**config.mk**
```make
export PLATFORM = sky130hd
export DESIGN_NAME = rxr_to_noc_basic_flat
export DESIGN_NICKNAME = d
export VERILOG_FILES = /design/src/rtl/rxr_to_noc_basic_if.sv /design/src/rtl/rxr_to_noc_basic.sv /design/src/flat_wrapper.sv
export SDC_FILE = /design/constraint.sdc
export NUM_CORES = 2
export LEC_CHECK = 0
export CAP_MARGIN = 20
export CORE_AREA = 2 2 454 456
export CTS_BUF_LIST = sky130_fd_sc_hd__clkbuf_16
export CTS_CLUSTER_SIZE = 40
export DETAILED_ROUTE_END_ITERATION = 10
export DIE_AREA = 0 0 456 458
export DONT_BUFFER_PORTS = 1
export GPL_TIMING_DRIVEN = 0
export PLACE_DENSITY = 0.4
export SLEW_MARGIN = 30
export SYNTH_ARGS = -nofsm -noshare
export SYNTH_HDL_FRONTEND = slang
export SYNTH_SLANG_ARGS = --single-unit
export TNS_END_PERCENT = 5
```
**constraint.sdc**
```tcl
create_clock -name clk -period 6 [get_ports clk]
set_input_delay 1.2 -clock clk [delete_from_list [all_inputs] [get_ports clk]]
set_output_delay 1.2 -clock clk [all_outputs]
set_load 0.03 [all_outputs]
```
**src/rtl/rxr_to_noc_basic_if.sv**
```systemverilog
// avalonST: receiver-side Avalon-ST packet stream.
//   data  : payload beat
//   valid : beat present (source -> sink)
//   ready : sink can take a beat (sink -> source)
//   sop   : first beat of a packet
//   eop   : last beat of a packet
//   empty : unused bytes in the eop beat
// Modports: snk (consumer side), src (producer side).
interface avalonST #(
    parameter int DATA_WIDTH = 512,
    parameter int EMPTY_W    = 6
);
    logic [DATA_WIDTH-1:0] data;
    logic                  valid;
    logic                  ready;
    logic                  sop;
    logic                  eop;
    logic [EMPTY_W-1:0]    empty;

    modport snk (input data, valid, sop, eop, empty, output ready);
    modport src (output data, valid, sop, eop, empty, input ready);
endinterface

```
**src/rtl/rxr_to_noc_basic.sv**
```systemverilog
// rxr_to_noc_basic: Avalon-ST ingress to NoC flit bridge.
// Every accepted beat becomes one NoC flit holding payload, empty,
// head/tail, VC and destination. Destination and VC are captured on the
// sop beat and reused for the rest of the packet. A two-entry elastic
// buffer sits between the Avalon side and the NoC side.
// Ports:
//   clk, reset   : clock, synchronous active-low reset
//   in           : Avalon-ST sink (data/valid/ready/sop/eop/empty)
//   i_dest, i_vc : destination / virtual channel, sampled with sop
//   o_data_out   : flit to NoC (head entry of the buffer)
//   o_valid_out  : flit valid
//   o_ready_in   : NoC accepts the flit this cycle
//   o_pkt_count  : tail flits handed to the NoC (wraps)
//   o_err        : sticky protocol-error flag
module rxr_to_noc_basic #(
    parameter int  DATA_WIDTH = 512,
    parameter int  NOC_WIDTH  = 600,
    parameter int  NUM_VC     = 2,
    parameter int  NOC_RADIX  = 16,
    localparam int VC_W       = (NUM_VC > 1) ? $clog2(NUM_VC) : 1,
    localparam int DEST_W     = $clog2(NOC_RADIX),
    localparam int EMPTY_W    = $clog2(DATA_WIDTH / 8)
) (
    input  logic                 clk,
    input  logic                 reset,
    avalonST.snk                 in,
    input  logic [DEST_W-1:0]    i_dest,
    input  logic [VC_W-1:0]      i_vc,
    output logic [NOC_WIDTH-1:0] o_data_out,
    output logic                 o_valid_out,
    input  logic                 o_ready_in,
    output logic [31:0]          o_pkt_count,
    output logic                 o_err
);

    localparam int VALID_BIT = NOC_WIDTH - 1;
    localparam int HEAD_BIT  = NOC_WIDTH - 2;
    localparam int TAIL_BIT  = NOC_WIDTH - 3;
    localparam int VC_LSB    = TAIL_BIT - VC_W;
    localparam int DEST_LSB  = VC_LSB - DEST_W;

    if (DATA_WIDTH + EMPTY_W + 3 + VC_W + DEST_W > NOC_WIDTH) begin : g_layout_check
        $error("rxr_to_noc_basic: flit fields do not fit in NOC_WIDTH");
    end

    typedef enum logic {IDLE, BODY} state_t;

    state_t                 state;
    logic [DEST_W-1:0]      pkt_dest;
    logic [VC_W-1:0]        pkt_vc;
    logic                   ready_q;
    logic [1:0]             count;
    logic [1:0]             count_nxt;
    logic [NOC_WIDTH-1:0]   slot0;
    logic [NOC_WIDTH-1:0]   slot1;
    logic [NOC_WIDTH-1:0]   flit;
    logic                   accept;
    logic                   is_head;
    logic                   drop;
    logic                   push;
    logic                   pop;

    // NOTE: every signal written here gets a default first, so no path
    // leaves a value unassigned and no latch is inferred.
    always_comb begin
        accept  = in.valid && ready_q;
        is_head = (state == IDLE) && in.sop;
        // A beat arriving outside a packet without sop has nowhere to go.
        drop    = (state == IDLE) && !in.sop;
        push    = accept && !drop;
        pop     = o_valid_out && o_ready_in;

        flit                        = '0;
        flit[DATA_WIDTH-1:0]        = in.data;
        if (in.eop)
            flit[DATA_WIDTH +: EMPTY_W] = in.empty;
        flit[VALID_BIT]             = 1'b1;
        flit[HEAD_BIT]              = is_head;
        flit[TAIL_BIT]              = in.eop;
        // The sop beat uses the live inputs; later beats use the latched copy.
        flit[VC_LSB +: VC_W]        = is_head ? i_vc : pkt_vc;
        flit[DEST_LSB +: DEST_W]    = is_head ? i_dest : pkt_dest;

        unique case ({push, pop})
            2'b10:   count_nxt = count + 2'd1;
            2'b01:   count_nxt = count - 2'd1;
            default: count_nxt = count;
        endcase
    end

    // Packet framing state and error flag.
    always_ff @(posedge clk) begin
        if (!reset) begin
            state    <= IDLE;
            pkt_dest <= '0;
            pkt_vc   <= '0;
            o_err    <= 1'b0;
        end else if (accept) begin
            unique case (state)
                IDLE: begin
                    if (in.sop) begin
                        pkt_dest <= i_dest;
                        pkt_vc   <= i_vc;
                        state    <= in.eop ? IDLE : BODY;
                    end else begin
                        o_err <= 1'b1;
                    end
                end
                BODY: begin
                    if (in.sop)
                        o_err <= 1'b1;
                    if (in.eop)
                        state <= IDLE;
                end
                default: state <= IDLE;
            endcase
        end
    end

    // Two-entry elastic buffer; slot0 is always the head entry.
    // NOTE: the flit storage is reset because o_data_out must read zero out
    // of reset; a plain FIFO RAM would not need this.
    always_ff @(posedge clk) begin
        if (!reset) begin
            slot0       <= '0;
            slot1       <= '0;
            count       <= '0;
            ready_q     <= 1'b0;
            o_pkt_count <= '0;
        end else begin
            if (pop && count == 2'd2)
                slot0 <= slot1;
            else if (push && (count == 2'd0 || (pop && count == 2'd1)))
                slot0 <= flit;

            if (push && !pop && count == 2'd1)
                slot1 <= flit;

            count   <= count_nxt;
            // Registered from the next count: no path from o_ready_in to in.ready.
            ready_q <= (count_nxt < 2'd2);

            if (pop && slot0[TAIL_BIT])
                o_pkt_count <= o_pkt_count + 32'd1;
        end
    end

    assign in.ready    = ready_q;
    assign o_valid_out = (count != 2'd0);
    assign o_data_out  = slot0;

endmodule

```
**src/flat_wrapper.sv**
```systemverilog
// flat-port wrapper written by rule: the top's interface ports become plain ports
module rxr_to_noc_basic_flat 
#(
    parameter int  DATA_WIDTH = 512,
    parameter int  NOC_WIDTH  = 600,
    parameter int  NUM_VC     = 2,
    parameter int  NOC_RADIX  = 16,
    localparam int VC_W       = (NUM_VC > 1) ? $clog2(NUM_VC) : 1,
    localparam int DEST_W     = $clog2(NOC_RADIX),
    localparam int EMPTY_W    = $clog2(DATA_WIDTH / 8)
)
  (clk, reset, i_dest, i_vc, o_data_out, o_valid_out, o_ready_in, o_pkt_count, o_err, in_data, in_valid, in_sop, in_eop, in_empty, in_ready);
  avalonST #(.DATA_WIDTH(DATA_WIDTH), .EMPTY_W(6)) in_i ();
  input  logic clk;
  input  logic reset;
  input  logic [DEST_W-1:0] i_dest;
  input  logic [VC_W-1:0] i_vc;
  output logic [NOC_WIDTH-1:0] o_data_out;
  output logic o_valid_out;
  input  logic o_ready_in;
  output logic [31:0] o_pkt_count;
  output logic o_err;
  input wire logic [$bits(in_i.data)-1:0] in_data;
  input wire logic [$bits(in_i.valid)-1:0] in_valid;
  input wire logic [$bits(in_i.sop)-1:0] in_sop;
  input wire logic [$bits(in_i.eop)-1:0] in_eop;
  input wire logic [$bits(in_i.empty)-1:0] in_empty;
  output wire logic [$bits(in_i.ready)-1:0] in_ready;
  assign in_i.data = in_data;
  assign in_i.valid = in_valid;
  assign in_i.sop = in_sop;
  assign in_i.eop = in_eop;
  assign in_i.empty = in_empty;
  assign in_ready = in_i.ready;
  rxr_to_noc_basic #(.DATA_WIDTH(DATA_WIDTH), .NOC_WIDTH(NOC_WIDTH), .NUM_VC(NUM_VC), .NOC_RADIX(NOC_RADIX)) u_core (.clk(clk), .reset(reset), .in(in_i), .i_dest(i_dest), .i_vc(i_vc), .o_data_out(o_data_out), .o_valid_out(o_valid_out), .o_ready_in(o_ready_in), .o_pkt_count(o_pkt_count), .o_err(o_err));
endmodule
```
==> results.cfg <==
[cts]
clk_latency_ps = 800
cts_buffers = 137
hold_buffers = 0
cts.sinks = 1094
clkTransAtPathRegs_ps = 60
root_buffer = clkbuf_16
cts_tree = built
post_cts_buffers = 0
h-tree-depth = 4
clockBufferDepth = 3
cts_resized = 0

[detailed_routing]
vias_per_cell = 4.63
wl_per_cell_um = 23.7
routed_wl_mm = 203
drc = 0
drt_iter0_drc = 2733
drt-pass1-iter-count = 8
via_count = 39558
drtAntennaViolNets = 0

[place]
dp.final_hpwl_mm = 155
portBuffers = 0
gp_congestion = 0.937

[power_and_ir_drop]
power.total_uw = 22900
p_leak_uw = 0.0172
powerDensity_nw_per_um2 = 451
peakVddDrop_uv = 287

[global_route]
antenna_found_initial = 14
grt_pass1_vias = 36814
track_usage_pct = 18.5
grt_max_degree = 17
grt_pass1_wl_mm = 284
grt_overflow_total = 0

[setup_path]
critPathSlowestCell = clkbuf_1
crit_required_ps = 6610
path_class = reg -> reg
critical-path-top-delay-family = buffers and inverters
crit_chain = clkbuf_1, nand3b_1, o211ai_1, buf_2, clkbuf_1, clkbuf_1, a311oi_1
cp.arrival_ps = 4610
cp.buffers_inverters = 4
crit_fanout = 10
endpoint_kind = register
crit_top_cell = clkbuf_1
worstSetupStartpointType = register
slowest_delay_ps = 820

[synth]
syn-cell-area_um2 = 42700
synth-seq-area-share_pct = 51.3
synth_cell_type_count = 43
ys_warn_count = 0
yosys.area.top_type = dfxtp_1
synth_cells = 5511
synth_top_area_share_pct = 51.3
avgSynthCellArea_um2 = 7.75
ys_ff_latch = 1094
synthTopCellsByArea = dfxtp_1, nand2_1, a311oi_1

[die]
rows = 166
dieArea_um2 = 209000
io_pins = 1164
die_y_um = 458
fp.coreArea_um2 = 204000
start_util_pct = 21.0
die_x_um = 456

[sta]
drv_slew = 0
relSlewSlack_pct = 32.6
hold_viol = 0
rsz0062_at_grt = false
fmax_ghz = 0.250
final-setup-viol-count = 0
fin_tns_setup_ps = 0
fin_crit_sh_pct = 66.7
tightest_slew_ps = 1010
fin_crit_ps = 4000
fin_worst_skew_ps = 40.7

[outcome]
outcome = complete, no violations

[worst_hold_path]
min_path_type = reg -> reg

[final_layout]
area_growth_pct = 18.6
final_nets = 6262
drive_gt1_share_pct = 6.24

[job]
cap_violations = 0
-- final cells by class --
cell class | count | area [µm²]
antenna | 21 | 52.6
buffer | 558 | 2520
clock buffer | 140 | 3500
clock inverter | 102 | 642
fill | 22441 | 153000
inverter | 10 | 37.5
multi-input combinational | 3922 | 18500
sequential | 1094 | 21900
tap | 2688 | 3360
timing repair buffer | 4 | 85.1
-- layer usage --
layer	part of all wire (%)	global-route usage, %
met1	38	20.0
met3	8.5	6.65
met4	3.5	7.18
met2	50	32.9
met5	0	0
-- worst reg2reg max path: stages (launching register included) --
cell      delay, ps
dfxtp_1         600
clkbuf_1        280
nand3b_1        270
o211ai_1        410
buf_2           660
clkbuf_1        840
clkbuf_1        590
a311oi_1        200
-- path summary, 6_finish.rpt --
check	start	end	slack, ps	cells past startpoint
worst max-delay path	u_core.in.ready	u_core.o_data_out[380]	2000	7
worst min-delay path	u_core.slot1[514]	u_core.o_data_out[514]	440	2
worst max register to register	u_core.in.ready	u_core.o_data_out[380]	2000	7
worst min register to register	u_core.slot1[514]	u_core.o_data_out[514]	440	2
-- synthesized netlist by cell type --
master / n
buf_6: 1
nor3b_1: 1
xor2_1: 5
clkbuf_1: 383
nor4b_1: 1
nor2_1: 544
nand2b_1: 2
nand3_1: 24
nand4_1: 6
and3_1: 6
nand2_1: 2094
a311oi_1: 521
and4b_1: 1
o211ai_1: 7
o211a_1: 1
nor2b_1: 1
buf_2: 97
or4_1: 16
or3b_2: 1
a211oi_1: 5
mux2i_1: 12
xnor2_1: 6
nand4b_1: 1
dfxtp_1: 1094
inv_1: 9
buf_4: 74
a211o_1: 1
o21ai_0: 5
buf_1: 3
a21oi_1: 547
a31oi_1: 2
nand3b_1: 3
and4_1: 3
conb_1: 1
inv_2: 1
o31ai_1: 15
or4b_1: 1
or3_1: 5
ha_1: 6
nor4_1: 1
o221a_2: 1
nor3_1: 2
nand3_2: 1
-- where the power goes --
group | internal (µW) | total, µW | switching (µW)
combinational | 1190 | 3580 | 2390
clock | 4430 | 7860 | 3430
sequential | 8340 | 11400 | 3070
-- flip-flops by register name, indices dropped and copies added, names as in the netlist, named ones only --
register,cells
u_core.pkt_vc,1
u_core.in.ready,1
u_core.pkt_dest,4
u_core.o_data_out,526
u_core.o_err,1
u_core.count,1
u_core.o_pkt_count,32
u_core.slot1,526
u_core.state,1
-- placed cells by master (no fill, tap or decap), types with 11 or more instances in the layout --
cell type | synthesis | routed
mux2i_1 | 12 | 12
o31ai_1 | 15 | 15
clkinv_2 | 0 | 11
inv_1 | 9 | 43
nor2_1 | 544 | 544
conb_1 | 1 | 74
nand2_1 | 2094 | 2094
dfxtp_1 | 1094 | 1094
clkbuf_2 | 0 | 12
diode_2 | 0 | 21
clkbuf_1 | 383 | 371
a311oi_1 | 521 | 521
buf_2 | 97 | 97
or4_1 | 16 | 16
clkbuf_16 | 0 | 140
clkinv_1 | 0 | 36
a21oi_1 | 547 | 547
nand3_1 | 24 | 24
buf_4 | 74 | 74
-- through the flow --
stage	instance area (µm²)	std cells	hold slack (ps)	util [%]	worst slack, ps
after global routing	50600	8536	465	24.8	1660
after detailed placement	46400	8276	447	22.8	1210
final	50600	8539	440	24.9	2000
after floorplan	43000	5584	437	-	3080
after global placement	46300	8272	442	22.7	1020
after CTS	50600	8518	450	24.8	1750
-- kinds of logic (layout without fill, tap and decap cells) --
| family | count (synthesis) | after routing | synth area share, % |
|---|---|---|---|
| buf+inv | 568 | 814 | 5.95 |
| compound gates | 1105 | 1105 | 17.7 |
| flops | 1094 | 1094 | 51.3 |
| fa+ha+maj | 6 | 6 | 0.176 |
| mux | 12 | 12 | 0.281 |
| xor+xnor | 11 | 11 | 0.226 |
| simple gates | 2714 | 2714 | 24.3 |
| other cells | 1 | 95 | 0.00878 |
Power figures use the tool's default switching activity.
